### config.mk
export PLATFORM = sky130hd
export DESIGN_NAME = demux_serial_dispatcher
export DESIGN_NICKNAME = d
export VERILOG_FILES = /design/src/rtl/demux_serial_dispatcher.sv
export SDC_FILE = /design/constraint.sdc
export NUM_CORES = 1
export LEC_CHECK = 0
export ABC_CLOCK_PERIOD_IN_PS = 1600
export CAP_MARGIN = 10
export CELL_PAD_IN_SITES_DETAIL_PLACEMENT = 1
export CELL_PAD_IN_SITES_GLOBAL_PLACEMENT = 1
export CORE_ASPECT_RATIO = 2
export CORE_MARGIN = 2
export CORE_UTILIZATION = 30
export CTS_CLUSTER_SIZE = 10
export DETAILED_ROUTE_END_ITERATION = 12
export PLACE_DENSITY_LB_ADDON = 0.1
export RECOVER_POWER = 100
export SYNTH_ARGS = -nofsm -noshare
export SYNTH_HDL_FRONTEND = slang
export SYNTH_SLANG_ARGS = --single-unit
### constraint.sdc
create_clock -name clk -period 1.6 [get_ports clk]
set_input_delay 0.4 -clock clk [delete_from_list [all_inputs] [get_ports clk]]
set_output_delay 0.4 -clock clk [all_outputs]
set_load 0.01 [all_outputs]
### src/rtl/demux_serial_dispatcher.sv
// demux_serial_dispatcher
// Upstream feeder for the hierarchical 1:4 demux. Accepts a parallel word and a
// 2-bit destination over a valid/ready handshake. Shifts the word out MSB-first
// on D while S holds the destination and En stays high. Afterwards it keeps En
// low for GAP_CYCLES cycles so that downstream receivers can see frame boundaries.
// Optional build macro: DISPATCH_PARITY_EN appends one even-parity bit to every
// frame. When set, frame_done moves onto that parity bit.
module demux_serial_dispatcher #(
  parameter int DATA_W     = 8,
  parameter int GAP_CYCLES = 1
) (
  input  logic              clk,
  input  logic              rst_n,
  input  logic              in_valid,
  output logic              in_ready,
  input  logic [DATA_W-1:0] in_data,
  input  logic [1:0]        in_dest,
  output logic              D,
  output logic [1:0]        S,
  output logic              En,
  output logic              busy,
  output logic              frame_done
);

  // Bit counter counts down from DATA_W-1 to 0 across the data bits of a frame.
  localparam int CNT_W = $clog2(DATA_W);
  localparam logic [CNT_W-1:0] CNT_LOAD = CNT_W'(DATA_W - 1);
  localparam logic [CNT_W-1:0] CNT_ONE  = CNT_W'(1);
  localparam logic [CNT_W-1:0] CNT_ZERO = '0;

  // The gap counter counts down from GAP_CYCLES-1. When there is no gap,
  // its load value is unused because the FSM never enters GAP.
  localparam logic [3:0] GAP_LOAD = (GAP_CYCLES > 0) ? 4'(GAP_CYCLES - 1) : 4'd0;

  // Reject illegal configurations at elaboration time.
  generate
    if (DATA_W < 2 || DATA_W > 32) begin : g_bad_data_w
      $error("demux_serial_dispatcher: DATA_W must be within 2..32");
    end
    if (GAP_CYCLES < 0 || GAP_CYCLES > 15) begin : g_bad_gap
      $error("demux_serial_dispatcher: GAP_CYCLES must be within 0..15");
    end
  endgenerate

  typedef enum logic [1:0] {
    IDLE  = 2'd0,
    SHIFT = 2'd1,
    GAP   = 2'd2
  } state_t;

  state_t            state_reg;
  logic [DATA_W-1:0] shift_reg;
  logic [CNT_W-1:0]  cnt_reg;
  logic [3:0]        gap_reg;
`ifdef DISPATCH_PARITY_EN
  logic              parity_reg;     // even parity of the captured word
  logic              par_phase_reg;  // high while the parity bit is on D
`endif

  // Only IDLE accepts a word. Reset forces the handshake closed right away,
  // without waiting for an edge.
  assign in_ready = (state_reg == IDLE) && rst_n;
  assign busy     = (state_reg != IDLE);

  // Frame sequencer. D, S, En and frame_done are all registered so that the
  // demux sees clean, glitch-free controls.
  always_ff @(posedge clk) begin
    if (!rst_n) begin
      state_reg     <= IDLE;
      shift_reg     <= '0;
      cnt_reg       <= '0;
      gap_reg       <= '0;
      D             <= 1'b0;
      S             <= 2'b00;
      En            <= 1'b0;
      frame_done    <= 1'b0;
`ifdef DISPATCH_PARITY_EN
      parity_reg    <= 1'b0;
      par_phase_reg <= 1'b0;
`endif
    end else begin
      case (state_reg)
        IDLE: begin
          D          <= 1'b0;
          En         <= 1'b0;
          frame_done <= 1'b0;
          // in_ready is implied here: the state is IDLE and rst_n is high.
          if (in_valid) begin
            shift_reg <= in_data;
            S         <= in_dest;
            D         <= in_data[DATA_W-1];
            En        <= 1'b1;
            cnt_reg   <= CNT_LOAD;
            state_reg <= SHIFT;
`ifdef DISPATCH_PARITY_EN
            parity_reg    <= ^in_data;
            par_phase_reg <= 1'b0;
`endif
          end
        end

        SHIFT: begin
          if (cnt_reg != CNT_ZERO) begin
            // Present the next lower bit. The shift register's MSB always
            // mirrors the bit currently on D.
            shift_reg <= shift_reg << 1;
            D         <= shift_reg[DATA_W-2];
            cnt_reg   <= cnt_reg - CNT_ONE;
`ifdef DISPATCH_PARITY_EN
            frame_done <= 1'b0;
`else
            frame_done <= (cnt_reg == CNT_ONE);
`endif
          end else begin
`ifdef DISPATCH_PARITY_EN
            if (!par_phase_reg) begin
              // One extra En-high cycle that carries the parity bit.
              D             <= parity_reg;
              frame_done    <= 1'b1;
              par_phase_reg <= 1'b1;
            end else begin
`else
            begin
`endif
              // The frame is complete. Drop En and then either idle for the
              // gap or reopen the handshake immediately.
              D          <= 1'b0;
              En         <= 1'b0;
              frame_done <= 1'b0;
              gap_reg    <= GAP_LOAD;
              state_reg  <= (GAP_CYCLES > 0) ? GAP : IDLE;
            end
          end
        end

        GAP: begin
          D          <= 1'b0;
          En         <= 1'b0;
          frame_done <= 1'b0;
          if (gap_reg == 4'd0) begin
            state_reg <= IDLE;
          end else begin
            gap_reg <= gap_reg - 4'd1;
          end
        end

        default: begin
          state_reg  <= IDLE;
          D          <= 1'b0;
          En         <= 1'b0;
          frame_done <= 1'b0;
        end
      endcase
    end
  end

endmodule

==> flow_summary_export.csv, run 1 <==
group,metric,value,unit
critical_path,r2r-start,"cnt_reg[1]",
synthesis,netlist_instances,102,
critical_path,rrSetupSlack,0.10,ns
synthesis,syn_nets,119,
layout,area_growth_syn_to_layout,35.5,%
clock_tree,root_buffer,"clkbuf_8",
clock_tree,htreeDepth,1,
critical_path,crit_path_cell_trace,"clkdlybuf4s50_1",
synthesis,postSynthAreaPerCell,9.75,µm²
critical_path,required,1.20,ns
clock_tree,cts_made_buffers,3,
power_and_ir_drop,p_leak,0.553,nW
floorplan,row_count,29,
drt,drtPass1Iterations,3,
clock_tree,postCtsHoldBufs,0,
synthesis,yosys.area.top_type_share,42.3,%
synthesis,yosys_warnings,0,
sta,fmax,655,MHz
grt,grt_pass1_wl,4280,µm
drt,viasPerCell,5.29,
synthesis,yosysSeqAreaShare,42.3,%
synthesis,synthTopCellsByCount,"dfxtp_1, nor2_1, mux2i_1",
critical_path,cp-startpoint,"S[0]",
critical_path,cp.arrival,1.13,ns
drt,drc,0,
drt,vias,863,
clock_tree,cts_sinks,21,
grt,grt_overflow,0,
sta,worst_pin_slew,0.544,ns
layout,layout.nets,150,
placement,gp_congestion,0.830,
floorplan,die-area,0.00382,mm²
synthesis,ys_types,35,
sta,fin_skew,0.00864,ns
clock_tree,cts_tree,"built",
synthesis,synth_top_cell_by_area,"dfxtp_1",
drt,wirelength,2410,µm
sta,post-route-period-util,95.4,%
outcome,run_status,"finished, final reports clean",
clock_tree,cts_buffer_depth,2,
grt,grtUsageTotal,15.2,%
layout,largest_register_ffs,7,
drt,ant_nets,0,
grt,grt_max_degree,12,
synthesis,synth_area,995,µm²
clock_tree,cts_setup_buffers,0,
placement,io_buffer_count,19,
sta,setup-tns-final,0,ns
sta,fin_crit,1.53,ns
critical_path,cpMaxStageDelayCell,"clkdlybuf4s50_1",
sta,setup_violations,0,
floorplan,start_util,31.5,%
power_and_ir_drop,ir_drop,0.446,mV
clock_tree,cts.clk_slew.worst_paths,0.07,ns
critical_path,worstSetupPathType,"flop to output port",
drt,post_drt_wl_per_cell,14.8,µm
grt,grt_pass1_vias,909,
synthesis,yosysMostFrequentCell,"dfxtp_1",
critical_path,path_buf_inv,1,
critical_path,crit_fanout,2,
sta,report.final.hold_viol_count,0,
floorplan,die_h,85.4,µm
worst_hold_path,hold_path_class,"flop to flop",
sta,slew_violations,0,
floorplan,fp.coreArea,0.00316,mm²
layout,num_antenna_cells,0,
worst_hold_path,hold_start,"shift_reg[1]",
synthesis,synth_ff_type,"dfxtp_1",
clock_tree,clk_latency,0.27,ns
floorplan,fp.dieW,44.7,µm
synthesis,ys_top_cells_by_area,"dfxtp_1, mux2i_1, nor2_1",
critical_path,slowest_delay,0.54,ns
sta,slew-limit-headroom,63.3,%
placement,dp_hpwl,1910,µm
job,drv_cap,0,
sta,fin_hold_ws,0.469,ns
grt,antenna_found_initial,0,
critical_path,cp-start-kind,"flop",
synthesis,async_flop_share,0,%
critical_path,crit_path_end_kind,"output port",
power_and_ir_drop,power.density,958,mW/mm²
floorplan,ios,20,
synthesis,ys_ff_latch,21,
synthesis,synth-edff-count,0,
critical_path,cp_top_family,"buffers and inverters",
drt,drt_iter0_drc,17,
layout,drive_gt1_share,19.7,%
## per-layer routing
layer,up-vias,GRT usage (%),wire length [µm]
met4,0,7.44,59
met2,13,28.2,1440
met1,425,15.2,859
met5,-,0,0
li1,420,-,-
met3,5,2.13,52
## cell families (layout without fill, tap and decap cells)
family | Yosys count | in the layout | share of synthesized area [%]
buf+inv | 12 | 42 | 6.29
mux | 9 | 9 | 9.18
simple gates | 34 | 34 | 20.9
fa+ha+maj | 4 | 4 | 5.03
flops | 21 | 21 | 42.3
compound gates | 22 | 22 | 16.4
## what timing repair did
item                                    4_1_cts  5_1_grt
endpoints found under the setup margin       10        9
endpoints found under the hold margin         0        0
pin swaps                                     0        1
cloned                                        0        0
gates resized for setup                       6        5
## cell usage in the layout (no fill, tap or decap), types with 3 or more instances in the layout
cell type        count
mux2i_1              8
ha_1                 3
clkbuf_8             3
nand2b_1             3
o21ai_0              4
nor2_1              14
nor3_1               3
inv_1                5
clkdlybuf4s50_1     16
o2bb2ai_1            6
dfxtp_1             21
buf_4               12
## power by group
| group | switching, W | internal [W] | leakage (nW) |
|---|---|---|---|
| logic | 0.000160 | 0.000185 | 0.358 |
| registers | 0.0000266 | 0.000566 | 0.172 |
| clock network | 0.000176 | 0.000178 | 0.0228 |
## area by class of cell
class	count	area, µm²
Multi-Input combinational cell	69	536
Timing Repair Buffer	31	279
Tap cell	31	38.8
Inverter	7	28.8
Fill cell	375	1810
Clock buffer	4	45.0
Sequential cell	21	420
## worst paths after layout
kind | to | cells after the start
setup / recovery | S[0] | 1
hold / removal | shift_reg[1] | 1
setup reg to reg | gap_reg[3] | 7
hold reg to reg | shift_reg[1] | 1
## stage by stage
| stage | instances | setup slack, ns | power, W | cell area [µm²] | util, % |
|---|---|---|---|---|---|
| finish | 163 | 0.0732 | 0.00129 | 1350 | 42.7 |
| global route | 163 | -0.00386 | 0.00137 | 1350 | 42.7 |
| CTS | 163 | 0.00789 | 0.00130 | 1330 | 42.1 |
| detailed placement | 159 | -0.399 | 0.000939 | 1280 | 40.5 |
| global placement | 159 | -0.420 | 0.000928 | 1280 | 40.5 |
| floorplan | 102 | 0.0371 | 0.000789 | 995 | - |
(Power assumes the default switching activity.)
==> run 2, diff against run 1 <==
--- a/config.mk
+++ b/config.mk
@@ -14,6 +14,7 @@
 export CORE_UTILIZATION = 30
 export CTS_CLUSTER_SIZE = 10
 export DETAILED_ROUTE_END_ITERATION = 12
+export GPL_ROUTABILITY_DRIVEN = 0
 export PLACE_DENSITY_LB_ADDON = 0.1
 export RECOVER_POWER = 100
 export SYNTH_ARGS = -nofsm -noshare
==> results of run 2 <==
Same layout as run 1: the final DEF is identical, and so are final timing and power.
==> run 3, diff against run 2 <==
--- a/config.mk
+++ b/config.mk
@@ -11,12 +11,13 @@
 export CELL_PAD_IN_SITES_GLOBAL_PLACEMENT = 1
 export CORE_ASPECT_RATIO = 2
 export CORE_MARGIN = 2
-export CORE_UTILIZATION = 30
+export CORE_UTILIZATION = 34
 export CTS_CLUSTER_SIZE = 10
 export DETAILED_ROUTE_END_ITERATION = 12
 export GPL_ROUTABILITY_DRIVEN = 0
 export PLACE_DENSITY_LB_ADDON = 0.1
 export RECOVER_POWER = 100
+export SLEW_MARGIN = 15
 export SYNTH_ARGS = -nofsm -noshare
 export SYNTH_HDL_FRONTEND = slang
 export SYNTH_SLANG_ARGS = --single-unit
==> run 3 against run 2 <==
First-iteration DRC count fell by 65%. Core utilization rose by 5.1 points. Sequential power barely moved. Sequential share of layout area rose by 0.56 points. Cell count fell by 1.8%. Wire length rose by 0.75%. Critical path type unchanged. Worst hold slack got worse by 0.00095 ns.
==> flow_summary_export.csv, run 3 (synthesized netlist as in run 1, its figures left out) <==
group,metric,value,unit
layout,largest_register_ffs,7,
critical_path,worstSetupPathDepth,1,
drt,drt_iter0_drc,6,
drt,ant_nets,0,
layout,post-route-util,47.8,%
outcome,run_status,"finished, final reports clean",
sta,slew_violations,0,
floorplan,fp.coreArea,0.00277,mm²
clock_tree,cts_made_buffers,3,
clock_tree,root_buffer,"clkbuf_8",
critical_path,worstSetupPathType,"flop to output port",
grt,grt_overflow,0,
sta,fin_crit,1.54,ns
layout,layout_common_cells,"dfxtp_1, clkdlybuf4s50_1, nor2_1",
critical_path,crit_path_end_kind,"output port",
job,drv_cap,0,
power_and_ir_drop,p_leak,0.544,nW
drt,post_drt_wl_per_cell,15.2,µm
clock_tree,htreeDepth,1,
sta,slew-limit-headroom,68.4,%
sta,setup_violations,0,
layout,num_antenna_cells,0,
grt,grtUsageTotal,16.1,%
grt,grt_pass1_vias,874,
drt,viasPerCell,5.28,
placement,io_buffer_count,19,
drt,drtPass1Iterations,4,
grt,grt_pass1_wl,4120,µm
layout,fin_area,0.00132,mm²
sta,fin_skew,0.00395,ns
critical_path,cp.arrival,1.14,ns
sta,report.final.hold_viol_count,0,
clock_tree,cts_sinks,21,
critical_path,r2r_cells,7,
clock_tree,cts.clk_slew.worst_paths,0.08,ns
placement,dp_hpwl,1950,µm
layout,drive_gt1_share,19.1,%
critical_path,cp_top_family,"buffers and inverters",
worst_hold_path,hold_depth,1,
critical_path,path_buf_inv,1,
layout,fill_cells,335,
critical_path,crit_path_cell_trace,"clkdlybuf4s50_1",
sta,rsz0062_at_grt,"no",
critical_path,slowest_delay,0.54,ns
critical_path,cp-start-kind,"flop",
drt,wirelength,2430,µm
layout,layout.nets,149,
drt,vias,844,
floorplan,die_h,80.5,µm
floorplan,start_util,35.9,%
placement,dpl_cell_area,0.00127,mm²
layout,area_growth_syn_to_layout,33.1,%
grt,antenna_found_initial,0,
floorplan,fp.dieW,42.2,µm
floorplan,die-area,0.00340,mm²
sta,fmax,651,MHz
sta,worst_pin_slew,0.474,ns
clock_tree,cts_tree,"built",
critical_path,cpMaxStageDelayCell,"clkdlybuf4s50_1",
power_and_ir_drop,ir_drop,0.500,mV
sta,setup-tns-final,0,ns
sta,post-route-period-util,96.0,%
layout,final_common_cell,"dfxtp_1",
critical_path,crit_fanout,2,
clock_tree,clk_latency,0.26,ns
power_and_ir_drop,total_power,0.00127,W
worst_hold_path,hold_path_class,"flop to flop",
power_and_ir_drop,power.density,959,mW/mm²
clock_tree,cts_buffer_depth,2,
floorplan,ios,20,
drt,drc,0,
critical_path,required,1.20,ns
grt,grt_max_degree,13,
floorplan,row_count,27,
==> run 3: report_power, final <==
group / total (W) / internal, W / leakage [nW] / switching, W
registers: 0.000593 / 0.000566 / 0.172 / 0.0000277
clock network: 0.000353 / 0.000174 / 0.0255 / 0.000180
logic: 0.000322 / 0.000171 / 0.346 / 0.000151
==> run 3: final cells by class <==
cell class,instances,area (µm²),share of cell area (%)
well taps,29,36.3,2.74
repair buffers,30,264,19.9
clock inverters,1,5.00,0.378
multi-input cells,69,528,39.9
clock buffers,3,41.3,3.12
flip-flops and latches,21,420,31.8
inverters,7,28.8,2.17
==> run 3: path summary, 6_finish.rpt <==
path | startpoint | to | slack, ns
hold / removal | shift_reg[4] | shift_reg[4] | 0.47
hold reg to reg | shift_reg[4] | shift_reg[4] | 0.47
setup / recovery | S[0] | S[0] | 0.06
setup reg to reg | cnt_reg[0] | gap_reg[3] | 0.08
==> run 3: repair_timing <==
| action | in CTS | in global routing |
|---|---|---|
| setup endpoints to repair | 4 | 9 |
| pin swaps | 0 | 0 |
| gates cloned | 0 | 0 |
| hold buffers | 0 | 0 |
| gates resized for setup | 4 | 7 |
| setup buffers | 0 | 0 |
==> run 3: routing by layer <==
layer  up-vias  wire length, µm  global-route usage (%)
met2        12             1500                    32.2
li1        417                -                       -
met4         0               20                    6.56
met5         -                0                       0
met3         2               47                    2.02
met1       413              868                    15.8
==> run 3: metrics by stage <==
stage,worst slack (ns),instances,hold slack [ns]
after floorplan,0.0371,102,0.432
after global placement,-0.398,156,0.447
after detailed placement,-0.400,156,0.451
after CTS,0.0349,160,0.473
after global routing,0.00697,160,0.484
final,0.0634,160,0.468
